`src/rtl/gpu_bg_block_mover.sv`:
```
// gpu_bg_block_mover
//
// Memory-side block mover sitting behind the GPU pixel backend. For every
// block operation requested by the backend it saves the exported 16-pixel
// BG block to VRAM as eight masked 32-bit writes. It then fetches the next
// block as eight reads and hands it back to the backend with a one-clock
// import pulse. The backend pipeline is frozen for the whole operation.
// The operation ends with a one-cycle pulse that clears the backend's
// spike and mask state.
//
// Build option:
//   BG_SKIP_EMPTY_WORDS_EN - when defined, save words whose byte enables are
//                            all zero are skipped without a memory command.
//
// Ports:
//   clk, i_nrst                     clock and synchronous active-low reset
//   i_saveBGBlock                   op code: 01 first, 10 next, 11 flush
//   i_writePixelOnNewBlock          op request (OR of the op code bits)
//   i_noblend                       skip the BG load for non-blending primitives
//   i_loadAdr / i_saveAdr           15-bit block addresses {Y[8:0], X[9:4]}
//   i_exportedBGBlock / i_exportedMSKBGBlock   block pixels and written flags
//   o_pausePipeline                 backend freeze request
//   o_resetPipelinePixelStateSpike, o_resetPixelMask   end-of-op pulses
//   o_importBGBlockSingleClock, o_importedBGBlock       loaded block hand-off
//   o_memCmd*, i_memCmdReady        memory command channel (valid/ready)
//   i_memRValid, i_memRData         in-order read beats

module gpu_bg_block_mover #(
    parameter int MEM_ADR_W = 18
) (
    input  logic                 clk,
    input  logic                 i_nrst,
    input  logic [1:0]           i_saveBGBlock,
    input  logic                 i_writePixelOnNewBlock,
    input  logic                 i_noblend,
    input  logic [14:0]          i_loadAdr,
    input  logic [14:0]          i_saveAdr,
    input  logic [255:0]         i_exportedBGBlock,
    input  logic [15:0]          i_exportedMSKBGBlock,
    output logic                 o_pausePipeline,
    output logic                 o_resetPipelinePixelStateSpike,
    output logic                 o_resetPixelMask,
    output logic                 o_importBGBlockSingleClock,
    output logic [255:0]         o_importedBGBlock,
    output logic                 o_memCmdValid,
    input  logic                 i_memCmdReady,
    output logic                 o_memCmdWrite,
    output logic [MEM_ADR_W-1:0] o_memAdr,
    output logic [31:0]          o_memWData,
    output logic [3:0]           o_memByteEn,
    input  logic                 i_memRValid,
    input  logic [31:0]          i_memRData
);

    typedef enum logic [2:0] {
        ST_IDLE,
        ST_SAVE,
        ST_LOAD_REQ,
        ST_LOAD_WAIT,
        ST_DONE,
        ST_HOLD
    } state_t;

    state_t         state;
    state_t         state_next;

    logic [1:0]     code_q;
    logic [14:0]    save_adr_q;
    logic [14:0]    load_adr_q;
    logic [255:0]   blk_q;
    logic [15:0]    msk_q;
    logic           noblend_q;
    logic [2:0]     word_cnt;
    logic [2:0]     cmd_cnt;
    logic [2:0]     beat_cnt;
    logic           import_q;
    logic [255:0]   imported_q;

    logic [3:0]     save_be;
    logic           save_skip;
    logic           save_step;
    logic           load_step;
    logic           beat_take;
    logic           load_after_save;

    // Each 32-bit word carries two pixels, so each mask bit covers two bytes.
    assign save_be = {{2{msk_q[{word_cnt, 1'b1}]}}, {2{msk_q[{word_cnt, 1'b0}]}}};

`ifdef BG_SKIP_EMPTY_WORDS_EN
    assign save_skip = (save_be == 4'b0000);
`else
    assign save_skip = 1'b0;
`endif

    assign save_step       = (state == ST_SAVE) && (save_skip || i_memCmdReady);
    assign load_step       = (state == ST_LOAD_REQ) && i_memCmdReady;
    // Beats are only counted while a load is armed; stray beats are dropped.
    assign beat_take       = i_memRValid && ((state == ST_LOAD_REQ) || (state == ST_LOAD_WAIT));
    assign load_after_save = (code_q == 2'b10) && !noblend_q;

    // State register.
    always_ff @(posedge clk) begin
        if (!i_nrst) begin
            state <= ST_IDLE;
        end else begin
            state <= state_next;
        end
    end

    // Next-state logic. A zero mask means nothing was drawn, so SAVE is bypassed.
    always_comb begin
        state_next = state;
        case (state)
            ST_IDLE: begin
                if (i_writePixelOnNewBlock) begin
                    case (i_saveBGBlock)
                        2'b01:   state_next = i_noblend ? ST_DONE : ST_LOAD_REQ;
                        2'b10: begin
                            if (i_exportedMSKBGBlock != 16'h0000) begin
                                state_next = ST_SAVE;
                            end else begin
                                state_next = i_noblend ? ST_DONE : ST_LOAD_REQ;
                            end
                        end
                        2'b11:   state_next = (i_exportedMSKBGBlock != 16'h0000) ? ST_SAVE : ST_DONE;
                        default: state_next = ST_DONE;
                    endcase
                end
            end
            ST_SAVE: begin
                if (save_step && (word_cnt == 3'd7)) begin
                    state_next = load_after_save ? ST_LOAD_REQ : ST_DONE;
                end
            end
            ST_LOAD_REQ: begin
                if (load_step && (cmd_cnt == 3'd7)) begin
                    state_next = ST_LOAD_WAIT;
                end
            end
            ST_LOAD_WAIT: begin
                // The import pulse cycle is spent here, so DONE always follows it.
                if (import_q) begin
                    state_next = ST_DONE;
                end
            end
            ST_DONE: begin
                state_next = ST_HOLD;
            end
            ST_HOLD: begin
                // A code that stays asserted must not retrigger the same op.
                if ((i_saveBGBlock == 2'b00) || (i_saveBGBlock != code_q)) begin
                    state_next = ST_IDLE;
                end
            end
            default: state_next = ST_IDLE;
        endcase
    end

    // Output logic. Pause and valid are also gated by reset so that an
    // abandoned op releases the backend and the memory in the reset cycle.
    always_comb begin
        o_pausePipeline                = 1'b0;
        o_resetPipelinePixelStateSpike = 1'b0;
        o_resetPixelMask               = 1'b0;
        o_memCmdValid                  = 1'b0;
        o_memCmdWrite                  = 1'b0;
        o_memAdr                       = '0;
        o_memWData                     = 32'h0000_0000;
        o_memByteEn                    = 4'b0000;
        case (state)
            ST_IDLE: begin
                o_pausePipeline = i_writePixelOnNewBlock;
            end
            ST_SAVE: begin
                o_pausePipeline = 1'b1;
                o_memCmdValid   = !save_skip;
                o_memCmdWrite   = 1'b1;
                o_memAdr        = MEM_ADR_W'({save_adr_q, word_cnt});
                o_memWData      = blk_q[{word_cnt, 5'd0} +: 32];
                o_memByteEn     = save_be;
            end
            ST_LOAD_REQ: begin
                o_pausePipeline = 1'b1;
                o_memCmdValid   = 1'b1;
                o_memAdr        = MEM_ADR_W'({load_adr_q, cmd_cnt});
            end
            ST_LOAD_WAIT: begin
                o_pausePipeline = 1'b1;
            end
            ST_DONE: begin
                o_pausePipeline                = 1'b1;
                o_resetPipelinePixelStateSpike = 1'b1;
                o_resetPixelMask               = 1'b1;
            end
            default: begin
                o_pausePipeline = 1'b0;
            end
        endcase
        if (!i_nrst) begin
            o_pausePipeline = 1'b0;
            o_memCmdValid   = 1'b0;
        end
    end

    assign o_importBGBlockSingleClock = import_q;
    assign o_importedBGBlock          = imported_q;

    // Datapath: request capture, word/command/beat counters and block assembly.
    // The 3-bit counters wrap back to zero after their eighth step.
    always_ff @(posedge clk) begin
        if (!i_nrst) begin
            code_q     <= 2'b00;
            save_adr_q <= 15'h0000;
            load_adr_q <= 15'h0000;
            blk_q      <= '0;
            msk_q      <= 16'h0000;
            noblend_q  <= 1'b0;
            word_cnt   <= 3'd0;
            cmd_cnt    <= 3'd0;
            beat_cnt   <= 3'd0;
            import_q   <= 1'b0;
            imported_q <= '0;
        end else begin
            import_q <= 1'b0;
            if (state == ST_IDLE) begin
                word_cnt <= 3'd0;
                cmd_cnt  <= 3'd0;
                beat_cnt <= 3'd0;
                if (i_writePixelOnNewBlock) begin
                    code_q     <= i_saveBGBlock;
                    save_adr_q <= i_saveAdr;
                    load_adr_q <= i_loadAdr;
                    blk_q      <= i_exportedBGBlock;
                    msk_q      <= i_exportedMSKBGBlock;
                    noblend_q  <= i_noblend;
                end
            end
            if (save_step) begin
                word_cnt <= word_cnt + 3'd1;
            end
            if (load_step) begin
                cmd_cnt <= cmd_cnt + 3'd1;
            end
            if (beat_take) begin
                imported_q[{beat_cnt, 5'd0} +: 32] <= i_memRData;
                beat_cnt <= beat_cnt + 3'd1;
                if (beat_cnt == 3'd7) begin
                    import_q <= 1'b1;
                end
            end
        end
    end

endmodule

```
`config.mk`:
```
export PLATFORM = sky130hd
export DESIGN_NAME = gpu_bg_block_mover
export DESIGN_NICKNAME = d
export VERILOG_FILES = /design/src/rtl/gpu_bg_block_mover.sv
export SDC_FILE = /design/constraint.sdc
export NUM_CORES = 1
export LEC_CHECK = 0
export ABC_AREA = 0
export BUFFER_PORTS_ARGS = -buffer_cell sky130_fd_sc_hd__buf_2
export CAP_MARGIN = 10
export CORE_AREA = 3 3 258 260
export CTS_CLUSTER_SIZE = 16
export DETAILED_ROUTE_END_ITERATION = 12
export DIE_AREA = 0 0 261 263
export MAX_ROUTING_LAYER = met4
export PLACE_DENSITY = 0.65
export SETUP_SLACK_MARGIN = 0.5
export SLEW_MARGIN = 10
export SYNTH_ARGS = -nofsm -noshare
export SYNTH_HDL_FRONTEND = slang
export SYNTH_SLANG_ARGS = --single-unit
```
`constraint.sdc`:
```
create_clock -name clk -period 2.5 [get_ports clk]
set_clock_uncertainty 0.2 [all_clocks]
set_input_delay 0.5 -clock clk [delete_from_list [all_inputs] [get_ports clk]]
set_output_delay 0.5 -clock clk [all_outputs]
set_load 0.1 [all_outputs]
```
==> Yosys cells after proc, flatten, opt, wreduce, memory -nomap -nowiden <==
Cells that the tools add are included.
{ "op_classes": {"mux": 30, "reduce_logical": 20, "addsub": 4, "shifts": 3, "n_eq_ne": 18, "magnitude_cmp": 2} }
{ "op_table": {"columns": ["operator", "count"], "rows": [
  ["$bwmux 256", 1],
  ["$shift 32x10->256 const A", 1],
  ["$shiftx 256x9->32", 1],
  ["$shiftx 32x10->256", 1],
  ["$mux 3", 13],
  ["$pmux 18 s2", 1],
  ["$mux 32", 1],
  ["$pmux 3 s6", 1],
  ["$reduce_bool 16->1", 1],
  ["$eq 3x3->1 const B", 5],
  ["$lt 4x5->1 const B", 2],
  ["$neg 8->10", 1],
  ["$add 3x1->3 const B", 3],
  ["$pmux 3 s3", 1],
  ["$mux 1", 8],
  ["$bmux 1 s3", 2],
  ["$eq 2x2->1 const B", 3],
  ["$eq 3x2->1 const B", 2],
  ["$logic_and 1x1->1", 6],
  ["$ne 2x2->1 const B", 3],
  ["$reduce_bool 2->1", 3],
  ["$reduce_and 5->1", 1],
  ["$mux 4", 1],
  ["$ne 2x1->1 const B", 2],
  ["other kinds (11)", 13]
]} }
{ "word_totals": {"reg_bits": 574, "input_bits": 342} }

==> Logic depth before layout (Yosys ltp) <==
{ "depth": {"depth_word": 5, "mapped_depth": 9} }

==> Worst setup path after synthesis <==
OpenSTA, ideal clock, no wires.
{ "synth_timing": {"path_type": "reg2out", "start": "register word_cnt[0]", "end": "output port o_memByteEn[1]", "t_arrival_ns": 2.953, "path_slack_ns": -1.153, "n_path_buf": 3, "stages_incl_launch_ff": 7, "path_cell_list": "dfxtp_1 > clkbuf_1 > buf_2 > mux4_2 > mux2i_1 > nor2_1 > buf_4"} }
{ "synth_between": {"elab_chain_len": 3} }
{ "synth_rtl": {"columns": ["element", "line_no", "rtl"], "rows": [
  ["from (decl)", "73", "logic [2:0] word_cnt;"],
  ["from (signal assigned)", "239", "word_cnt <= word_cnt + 3'd1;"],
  ["$bmux 1 s3", "87", "assign save_be = {{2{msk_q[{word_cnt, 1'b1}]}}, {2{msk_q[{word_cnt, 1'b0}]}}};"],
  ["$mux 1 (not written as such)", "87", null],
  ["$mux 4", "170", "case (state)"],
  ["to (decl)", "50", "output logic [3:0] o_memByteEn,"]
]} }
Every way passes these cells. The select of a mux whose other input is x is not followed.

==> Worst setup path in the final report <==
{ "layout_timing": {"start": "register word_cnt[0]", "end": "output port o_memWData[18]"} }
{ "layout_between": {"elab_chain_len": 2} }
{ "layout_rtl": {"columns": ["element", "line_no", "rtl"], "rows": [
  ["$shiftx 256x9->32", "179", "o_memWData = blk_q[{word_cnt, 5'd0} +: 32];"],
  ["$mux 32", "170", null],
  ["to (decl)", "49", "output logic [31:0] o_memWData,"]
]} }
Every way passes these cells.

==> impl_metrics.env <==
export IMPL_rsz0062_at_grt="yes"
export IMPL_gp_congestion=0.852
export IMPL_synth_edf_count=0
export IMPL_ant_nets=0
export IMPL_synth_nets=3162
export IMPL_port_buffers=657
export IMPL_synth_top_cell_by_area="dfxtp_1"
export IMPL_post_route_period_util=1.23
export IMPL_worstPathRequired_ns=1.80
export IMPL_p_per_area_nw_per_um2=716
export IMPL_fp_row_count=93
export IMPL_dpl_cell_count=4138
export IMPL_core_area_um2=64300
export IMPL_seq_area_um2=11500
export IMPL_ir_drop_mv=0.521
export IMPL_clk_pin_slew_ns=0.06
export IMPL_die_area_um2=68600
export IMPL_worst_setup_path_end_kind="output pin"
export IMPL_tightest_slew_ns=0.661
export IMPL_ys_flop_type="dfxtp_1"
export IMPL_antenna_found_initial=29
export IMPL_insertion_delay_ns=0.59
export IMPL_synth_distinct_cells=43
export IMPL_fin_util=0.587
export IMPL_syn_area_per_cell_um2=8.68
export IMPL_path_class="reg -> out"
export IMPL_dr_first_iter_drc_count=2303
export IMPL_grt_usage=0.294
export IMPL_status="finished, violations left"
export IMPL_h_tree_depth=3
export IMPL_syn_instance_count=2809
export IMPL_crit_start="word_cnt[0]"
export IMPL_hold_path_class="in -> reg"
export IMPL_netlist_area_um2=24400
export IMPL_die_y_um=263
export IMPL_cp_max_fo=6
export IMPL_slew_headroom=0.548
export IMPL_fillerInstances=5206
export IMPL_hpwl_mm=63.6
export IMPL_fin_cells=4670
export IMPL_nNetsFinal=4094
export IMPL_synth_warnings=0
export IMPL_violations="negative setup slack"
export IMPL_io_pins=658
export IMPL_start_util=0.379
export IMPL_netlist_area_leader_share=0.471
export IMPL_setup_violations_final=55
export IMPL_cp_start_kind="register"
export IMPL_drv_slew=0
export IMPL_cts_buffers_inserted=67
export IMPL_multiInputGateArea_um2=12900
export IMPL_setup_slack_ns=-0.565
export IMPL_final_layout_size_suffix_gt1_frac=0.327
export IMPL_r2r_cells=12
export IMPL_fin_crit_ns=3.06
export IMPL_drt_pass1_iterations=5
export IMPL_cp_arrival_ns=2.36
export IMPL_grt_pass1_vias=24364
export IMPL_cellLeakagePower_nw=15.1
export IMPL_cts_root_buf="clkbuf_16"
export IMPL_wl_per_cell_um=22.9
export IMPL_cts_tree="built"
export IMPL_reg2reg_to="blk_q[105]"
export IMPL_chipWidth_um=261
export IMPL_viasPerCell=5.38
export IMPL_report_final_hold_viol_count=0
export IMPL_worstHoldStart="i_exportedBGBlock[161]"
export IMPL_clk_path_buf_depth=3
export IMPL_final_area_um2=37800
export IMPL_p_total_mw=27.0
export IMPL_cts_sinks=574
export IMPL_synth_area_top_cells="dfxtp_1, nand2_1, a21boi_0"
export IMPL_reg2reg_from="state[2]"
export IMPL_grt_first_pass_wirelength_mm=150
export IMPL_drt_wl_total_mm=107
export IMPL_yosys_register_bits=574
export IMPL_crit_end="o_memWData[18]"
export IMPL_async_flop_share=0
export IMPL_reg2reg_slack_ns=0.03
export IMPL_area_delta_synth_final_pct=55.0
export IMPL_max_cap_violations=0
export IMPL_dpl_cell_area_um2=29600
export IMPL_dr_total_vias=25110
export IMPL_fmax_ghz=0.326
export IMPL_grt_max_degree=130
export IMPL_ys_seq_area_frac=0.471
export IMPL_gr_total_overflow=0
export IMPL_route_detailed_drc=0
[how the worst min path moves through the flow]
stage	to	slack, ns	cells past startpoint
after global placement	o_importedBGBlock[133]	0.24	2
after CTS	blk_q[21]	0.003	3
final	blk_q[161]	0.01	3
after floorplan	msk_q[12]	0.23	2
after detailed placement	o_importedBGBlock[7]	0.24	2
after global routing	blk_q[82]	0.02	3
[report_power, final]
part / switching, mW / internal, mW / leakage, nW
sequential: 0.486 / 9.86 / 4.68
clock: 4.04 / 5.72 / 1.06
combinational: 3.91 / 3.01 / 9.36
total: 8.44 / 18.6 / 15.1
[layer usage]
layer | vias up | share of wire | global-route usage
met5 | - | 0 | -
met4 | 0 | 0.069 | 0.173
met3 | 447 | 0.086 | 0.0677
met2 | 1366 | 0.47 | 0.468
met1 | 11954 | 0.38 | 0.339
li1 | 11343 | - | -
[state kept, by name (all words and copies together) (netlist names)]
signal                      cells
word_cnt                        3
save_adr_q                     15
o_importedBGBlock             256
noblend_q                       1
o_importBGBlockSingleClock      1
code_q                          2
cmd_cnt                         3
load_adr_q                     15
msk_q                          16
beat_cnt                        3
state                           3
blk_q                         256
[cell usage in the layout (no fill, tap or decap), types with 83 or more instances in the layout]
| cell type | netlist | final |
|---|---|---|
| buf_2 | 113 | 596 |
| buf_12 | 0 | 110 |
| clkbuf_16 | 0 | 83 |
| a21boi_1 | 148 | 233 |
| a21boi_0 | 419 | 303 |
| nand2_1 | 943 | 891 |
| nand3_1 | 211 | 190 |
| dlygate4sd3_1 | 0 | 285 |
| dfxtp_1 | 574 | 566 |
[synthesized netlist by cell type, types with 4 or more instances]
cell	instances
nand2_1	943
dfxtp_1	574
a21boi_0	419
nand3_1	211
a21boi_1	148
clkbuf_1	137
buf_2	113
mux4_2	68
nor2_1	40
mux2i_1	34
a22o_1	18
buf_1	11
ha_1	11
and3_1	8
buf_6	7
inv_1	7
buf_4	6
nor4_1	6
o21ai_0	5
and2_1	4
nor3b_1	4
[timing repair]
action | in CTS | in global routing
cloned | 17 | 21
hold buffers | 282 | 3
pin swaps | 59 | 59
hold endpoints to repair | 282 | 3
endpoints found under the setup margin | 706 | 883
gates resized for setup | 308 | 222
buffers inserted | 29 | 37
[critical path: stages (launching register included)]
cell and delay [ns]:
dfxtp_4 0.37, buf_6 0.16, buf_12 0.15, mux4_2 0.50, mux2i_1 0.18, buf_4 0.16
nor2_4 0.04, buf_12 0.17
[cells by family (layout without fill, tap and decap cells)]
family,count (synthesis),count (layout),synth area share
adder cells (fa/ha/maj),11,11,0.00565
AND/OR/NAND/NOR,1238,1238,0.208
XOR/XNOR,2,2,0.000719
other,0,28,0
flip-flops,574,574,0.471
buffers and inverters,281,1259,0.0522
AO/OA/AOI/OAI,601,601,0.185
multiplexers,102,102,0.0768
[layout make-up]
type | count | area share
antenna | 28 | 0.00185
timing repair buffer | 1136 | 0.265
tap | 855 | 0.0283
clock inverter | 19 | 0.00570
clock buffer | 96 | 0.0513
inverter | 7 | 0.00109
sequential | 574 | 0.305
multi-input combinational | 1954 | 0.342
timing repair inverter | 1 | 0.000298
[through the flow]
stage,TNS (ns),setup slack [ns],hold slack [ns]
CTS,-22.01,-0.598,0.00329
global route,-24.53,-0.662,0.0250
detailed placement,-0.575,-0.0538,0.242
floorplan,-0.0108,-0.00538,0.232
finish,-20.50,-0.565,0.0144
global placement,-0.140,-0.0439,0.238
(Power assumes the default switching activity.)
